$ cat config.mk
export PLATFORM = sky130hd
export DESIGN_NAME = bp_me_mem_arbiter
export DESIGN_NICKNAME = d
export VERILOG_FILES = /design/src/rtl/bp_me_mem_arbiter.sv
export SDC_FILE = /design/constraint.sdc
export NUM_CORES = 1
export LEC_CHECK = 0
export BUFFER_PORTS_ARGS = -buffer_cell sky130_fd_sc_hd__buf_4
export CAP_MARGIN = 20
export CORE_AREA = 3 3 309 311
export DETAILED_ROUTE_END_ITERATION = 7
export DIE_AREA = 0 0 312 314
export PLACE_DENSITY = 0.3
export SYNTH_ARGS = -nofsm -noshare
export SYNTH_HDL_FRONTEND = slang
export SYNTH_SLANG_ARGS = --single-unit
$ cat constraint.sdc
create_clock -name clk_i -period 3.4 [get_ports clk_i]
set_input_delay 0.51 -clock clk_i [delete_from_list [all_inputs] [get_ports clk_i]]
set_output_delay 0.51 -clock clk_i [all_outputs]
set_load 0.005 [all_outputs]
$ cat src/rtl/bp_me_mem_arbiter.sv
// Two-requester (I$/D$) BedRock memory arbiter: round-robin, message-locked forward path
// with an order FIFO that steers in-order memory responses back to the issuing requester.
module bp_me_mem_arbiter #(
  parameter int header_width_p = 64,
  parameter int data_width_p   = 64,
  parameter int order_els_p    = 4
) (
  input  logic                      clk_i,
  input  logic                      reset_i,

  input  logic [header_width_p-1:0] fwd_header_i [2],
  input  logic [data_width_p-1:0]   fwd_data_i   [2],
  input  logic                      fwd_v_i      [2],
  input  logic                      fwd_last_i   [2],
  output logic                      fwd_ready_and_o [2],

  output logic [header_width_p-1:0] mem_fwd_header_o,
  output logic [data_width_p-1:0]   mem_fwd_data_o,
  output logic                      mem_fwd_v_o,
  output logic                      mem_fwd_last_o,
  input  logic                      mem_fwd_ready_and_i,

  input  logic [header_width_p-1:0] mem_rev_header_i,
  input  logic [data_width_p-1:0]   mem_rev_data_i,
  input  logic                      mem_rev_v_i,
  input  logic                      mem_rev_last_i,
  output logic                      mem_rev_ready_and_o,

  output logic [header_width_p-1:0] rev_header_o [2],
  output logic [data_width_p-1:0]   rev_data_o   [2],
  output logic                      rev_v_o      [2],
  output logic                      rev_last_o   [2],
  input  logic                      rev_ready_and_i [2]
);

  localparam int PTR_W = $clog2(order_els_p);
  localparam int CNT_W = $clog2(order_els_p + 1);

  typedef enum logic {S_IDLE, S_LOCKED} state_t;

  state_t           r_state;
  logic             r_lock_id;
  logic             r_rr_last;
  logic             r_fifo [order_els_p];
  logic [PTR_W-1:0] r_wptr;
  logic [PTR_W-1:0] r_rptr;
  logic [CNT_W-1:0] r_count;

  logic w_empty, w_full, w_head;
  logic w_grant_v, w_grant_id;
  logic w_fwd_acc, w_push, w_pop;

  function automatic logic [PTR_W-1:0] ptr_inc(input logic [PTR_W-1:0] p);
    return (p == PTR_W'(order_els_p - 1)) ? '0 : p + 1'b1;
  endfunction

  assign w_empty = (r_count == '0);
  assign w_full  = (r_count == CNT_W'(order_els_p));
  assign w_head  = r_fifo[r_rptr];

  assign mem_rev_ready_and_o = !reset_i && !w_empty && rev_ready_and_i[w_head];
  assign w_pop = mem_rev_v_i && mem_rev_ready_and_o && mem_rev_last_i;

  // A full FIFO may still accept a new message when a response completes in the same cycle.
  always_comb begin
    w_grant_v  = 1'b0;
    w_grant_id = 1'b0;
    if (!reset_i) begin
      if (r_state == S_LOCKED) begin
        w_grant_v  = 1'b1;
        w_grant_id = r_lock_id;
      end else if (!w_full || w_pop) begin
        if (fwd_v_i[0] && fwd_v_i[1]) begin
          w_grant_v  = 1'b1;
          w_grant_id = ~r_rr_last;
        end else if (fwd_v_i[0]) begin
          w_grant_v  = 1'b1;
          w_grant_id = 1'b0;
        end else if (fwd_v_i[1]) begin
          w_grant_v  = 1'b1;
          w_grant_id = 1'b1;
        end
      end
    end
  end

  assign mem_fwd_v_o      = w_grant_v && fwd_v_i[w_grant_id];
  assign mem_fwd_header_o = fwd_header_i[w_grant_id];
  assign mem_fwd_data_o   = fwd_data_i[w_grant_id];
  assign mem_fwd_last_o   = fwd_last_i[w_grant_id];

  assign w_fwd_acc = mem_fwd_v_o && mem_fwd_ready_and_i;
  assign w_push    = w_fwd_acc && (r_state == S_IDLE);

  generate
    for (genvar gi = 0; gi < 2; gi++) begin : g_port
      assign fwd_ready_and_o[gi] = w_grant_v && (w_grant_id == 1'(gi)) && mem_fwd_ready_and_i;
      assign rev_header_o[gi]    = mem_rev_header_i;
      assign rev_data_o[gi]      = mem_rev_data_i;
      assign rev_last_o[gi]      = mem_rev_last_i;
      assign rev_v_o[gi]         = !reset_i && !w_empty && (w_head == 1'(gi)) && mem_rev_v_i;

      a_fwd_stable: assert property (@(posedge clk_i) disable iff (reset_i)
        (fwd_v_i[gi] && !fwd_ready_and_o[gi]) |=>
          ($stable(fwd_header_i[gi]) && $stable(fwd_data_i[gi])));
    end
  endgenerate

  a_rev_when_empty: assert property (@(posedge clk_i) disable iff (reset_i)
    !(mem_rev_v_i && w_empty));

  always_ff @(posedge clk_i) begin
    if (reset_i) begin
      r_state   <= S_IDLE;
      r_lock_id <= 1'b0;
      r_rr_last <= 1'b1;
      r_wptr    <= '0;
      r_rptr    <= '0;
      r_count   <= '0;
    end else begin
      // Round-robin pointer only moves when a whole message has gone through.
      if (w_fwd_acc) begin
        if (mem_fwd_last_o) begin
          r_state   <= S_IDLE;
          r_rr_last <= w_grant_id;
        end else begin
          r_state   <= S_LOCKED;
          r_lock_id <= w_grant_id;
        end
      end
      if (w_push) r_wptr <= ptr_inc(r_wptr);
      if (w_pop)  r_rptr <= ptr_inc(r_rptr);
      case ({w_push, w_pop})
        2'b10:   r_count <= r_count + 1'b1;
        2'b01:   r_count <= r_count - 1'b1;
        default: r_count <= r_count;
      endcase
    end
  end

  always_ff @(posedge clk_i) begin
    if (w_push) r_fifo[r_wptr] <= w_grant_id;
  end

endmodule

==> results.cfg <==
[outcome]
outcome = complete, no violations

[pwr]
p_leak_nw = 2.96
switching_share_pct = 27.7
powerDensity_mw_per_mm2 = 166
intPower_w = 0.000881
p_total_w = 0.00122
clockPowerShare_pct = 20.8
p_sw_w = 0.000338
peakVddDrop_v = 0.000112
p_comb_share_pct = 62.0
seqPwrFrac_pct = 17.2

[critical_path]
crit_slowest_cell = mux4_2
path_buf_inv = 4
path_cells = mux4_2 > mux2i_2 > o31a_2 > nor2_4 > buf_4 > clkbuf_16 > buf_4 > mux2_2 > buf_4
worstSetupEndpoint = mem_fwd_last_o
reg2reg_slack_ns = 0.28
path_max_fanout = 8
worst_setup_path_start_kind = flip-flop
required_ns = 2.89
cp-startpoint = r_fifo[3]$_DFFE_PP_
cpLargestDelayFamily = multiplexers
crit_type = flip-flop to output pin
rr_startpoint = r_fifo[3]$_DFFE_PP_
crit_arrival_ns = 2.81
r2r-end = r_count[2]$_SDFFE_PP0P_
endpoint_kind = output pin
cp_common_cell = buf_4
worstSetupPathDepth = 9
reg2regPathDepth = 12
cp_slowest_stage_delay_ns = 0.53

[flow_run]
drv_cap = 0

[clocking]
clockRootBuffer = clkbuf_16
cts_tree = yes
cts_max_level = 1
cts_buffer_depth = 2
clkSinkCount = 16
clkTransAtPathRegs_ns = 0.05
numCtsBuffers = 3
clk_latency_ns = 0.24

[die]
fp-row-count = 112
io-pin-count = 788
die_h_um = 314
dieArea_mm2 = 0.0980
die_x_um = 312
coreArea_mm2 = 0.0930
start_util_pct = 4.75

[min_path]
min_from = r_count[2]$_SDFFE_PP0P_
worstHoldPathType = flip-flop to flip-flop

[yosys]
synth_mux_area_share_pct = 34.4
synthXorXnorAreaFrac_pct = 0.396
synth-edff-count = 4
yosys.area.top_type_share_pct = 44.5
synthAdderAreaFrac_pct = 2.15
yosys.area_share.simple_pct = 5.21
synth_compound_area_share_pct = 2.89
synth_area_mm2 = 0.00442
synth_top_area_cell = buf_4
synth_warnings = 0
synth_cell_types = 37
synth-main-ff-cell = dfxtp_1
ys_seq_area_share_pct = 8.16
async_flop_share_pct = 0
postSynthAreaPerCell_um2 = 8.80
netlist_instances = 502
synth_top_family_by_area = buffers and inverters
yosys-top-cells-area = buf_4, mux2_2, dfxtp_1, edfxtp_1, ha_1
syn_nets = 904
synth_seq_cells = 16

[placement]
routabilityCongestion = 0.888
place.port_buffers = 403
hpwlAfterDp_um = 19000
postPlaceCellArea_mm2 = 0.00712
placedCellCount = 1899

[global_routing]
grt_pass1_wl_um = 27600
grt_overflow_total = 0
track_usage_pct = 3.75
grt_max_degree = 50
antenna_found_initial = 1
grt_pass1_vias = 4397

[route]
avgViaCountPerCell = 2.04
dr_total_vias = 3905
dr.pass1.iters = 4
drtAntennaViolNets = 0
drt_iter0_drc = 115
routed_wl_um = 22000
drc_errors = 0
post_drt_wl_per_cell_um = 11.5

[layout]
nNetsFinal = 1058
drive_gt1_share_pct = 85.8
nFillCells = 11000
final_cell_area_mm2 = 0.00735
utilization_pct = 7.90
fin_cells = 1910
final_cell_mix = buf_4, mux2_2, nor2_1, dfxtp_1, inv_1
area_growth_pct = 66.4
final_common_cell = buf_4

[timing]
whs_ns = 0.515
setup_viol_count_final = 0
finalHoldViolCount = 0
max_slew_margin_pct = 75.3
worst_slew_pin_slew_ns = 0.365
max_freq_ghz = 0.301
final-max-slew-violation-count = 0
fin_crit_sh_pct = 97.8
skew_ns = 0.00228
finalCriticalPeriod_ns = 3.32
rsz0062_at_grt = true
## worst reg2reg max path: cells and delay by family, from the launching register on
kind                     cells  cell delay, ns
multiplexers                 2            0.83
adder cells (fa/ha/maj)      2            0.56
AND/OR/NAND/NOR              2            0.51
AO/OA/AOI/OAI                3            0.50
flip-flops                   1            0.36
XOR/XNOR                     1            0.16
buffers and inverters        2            0.13
## power groups by stage
| stage | sequential (W) | combinational (W) | clock, W |
|---|---|---|---|
| after floorplan | 0.000211 | 0.000479 | 0 |
| after global placement | 0.000213 | 0.000751 | 0 |
| after detailed placement | 0.000213 | 0.000743 | 0 |
| after CTS | 0.000209 | 0.000748 | 0.000260 |
| after global routing | 0.000210 | 0.000814 | 0.000270 |
| final | 0.000209 | 0.000755 | 0.000254 |
## worst min-delay path by stage
stage / slack, ns / to / depth (start not counted)
global route: 0.55 / r_count[2]$_SDFFE_PP0P_ / 2
floorplan: 0.47 / r_count[2]$_SDFFE_PP0P_ / 2
global placement: 0.49 / r_count[2]$_SDFFE_PP0P_ / 2
CTS: 0.52 / r_count[2]$_SDFFE_PP0P_ / 2
finish: 0.52 / r_count[2]$_SDFFE_PP0P_ / 2
detailed placement: 0.51 / r_count[2]$_SDFFE_PP0P_ / 2
## cell usage after synthesis, types with 2 or more instances
library cell and count:
mux2i_1 3, a21oi_1 4, buf_2 9, nor2b_1 2, nand3_1 3, o21ai_0 2
or3_1 3, ha_1 6, nand2b_1 4, and2_1 3, buf_4 262, dfxtp_1 12
inv_1 8, a21boi_0 2, xor2_1 2, nand2_1 5, and3_1 6, edfxtp_1 4
buf_6 2, o31ai_1 2, nor2_1 13, nor3_1 2, mux2_2 129
## final cells by class
type	count	area [um2]	share of cell area, %
repair buffers	423	3300	44.9
multi-input cells	204	2000	27.2
well taps	1254	1570	21.3
flip-flops and latches	16	360	4.90
clock buffers	4	88.8	1.21
inverters	8	30.0	0.408
diodes	1	2.50	0.0340
## metrics by stage
stage / TNS [ns] / setup slack, ns
after floorplan: 0 / 0.388
after global placement: 0 / 0.221
after detailed placement: 0 / 0.212
after CTS: 0 / 0.00377
after global routing: -0.305 / -0.0486
final: 0 / 0.0761
## layer usage
metal / wire length, um / vias to the layer above / track usage [%]
met4: 676 / 0 / 1.11
met5: 0 / - / 0
met3: 3610 / 33 / 2.57
li1: - / 1721 / -
met2: 10400 / 501 / 6.34
met1: 7300 / 1650 / 3.71
## timing repair
| item | CTS | global route |
|---|---|---|
| pin swaps | 0 | 2 |
| setup buffers | 0 | 3 |
| hold buffers | 0 | 0 |
| gates cloned | 0 | 3 |
| endpoints found under the setup margin | 4 | 44 |
| gates resized for setup | 2 | 8 |
## cell families after synthesis
group | after synthesis
xor gates and xnor gates | 2
AOI/OAI and AO/OA | 17
buffers and inverters | 282
muxes | 134
and+or+nand+nor | 44
DFF | 16
adders and majority gates | 7
(Power assumes the default switching activity.)
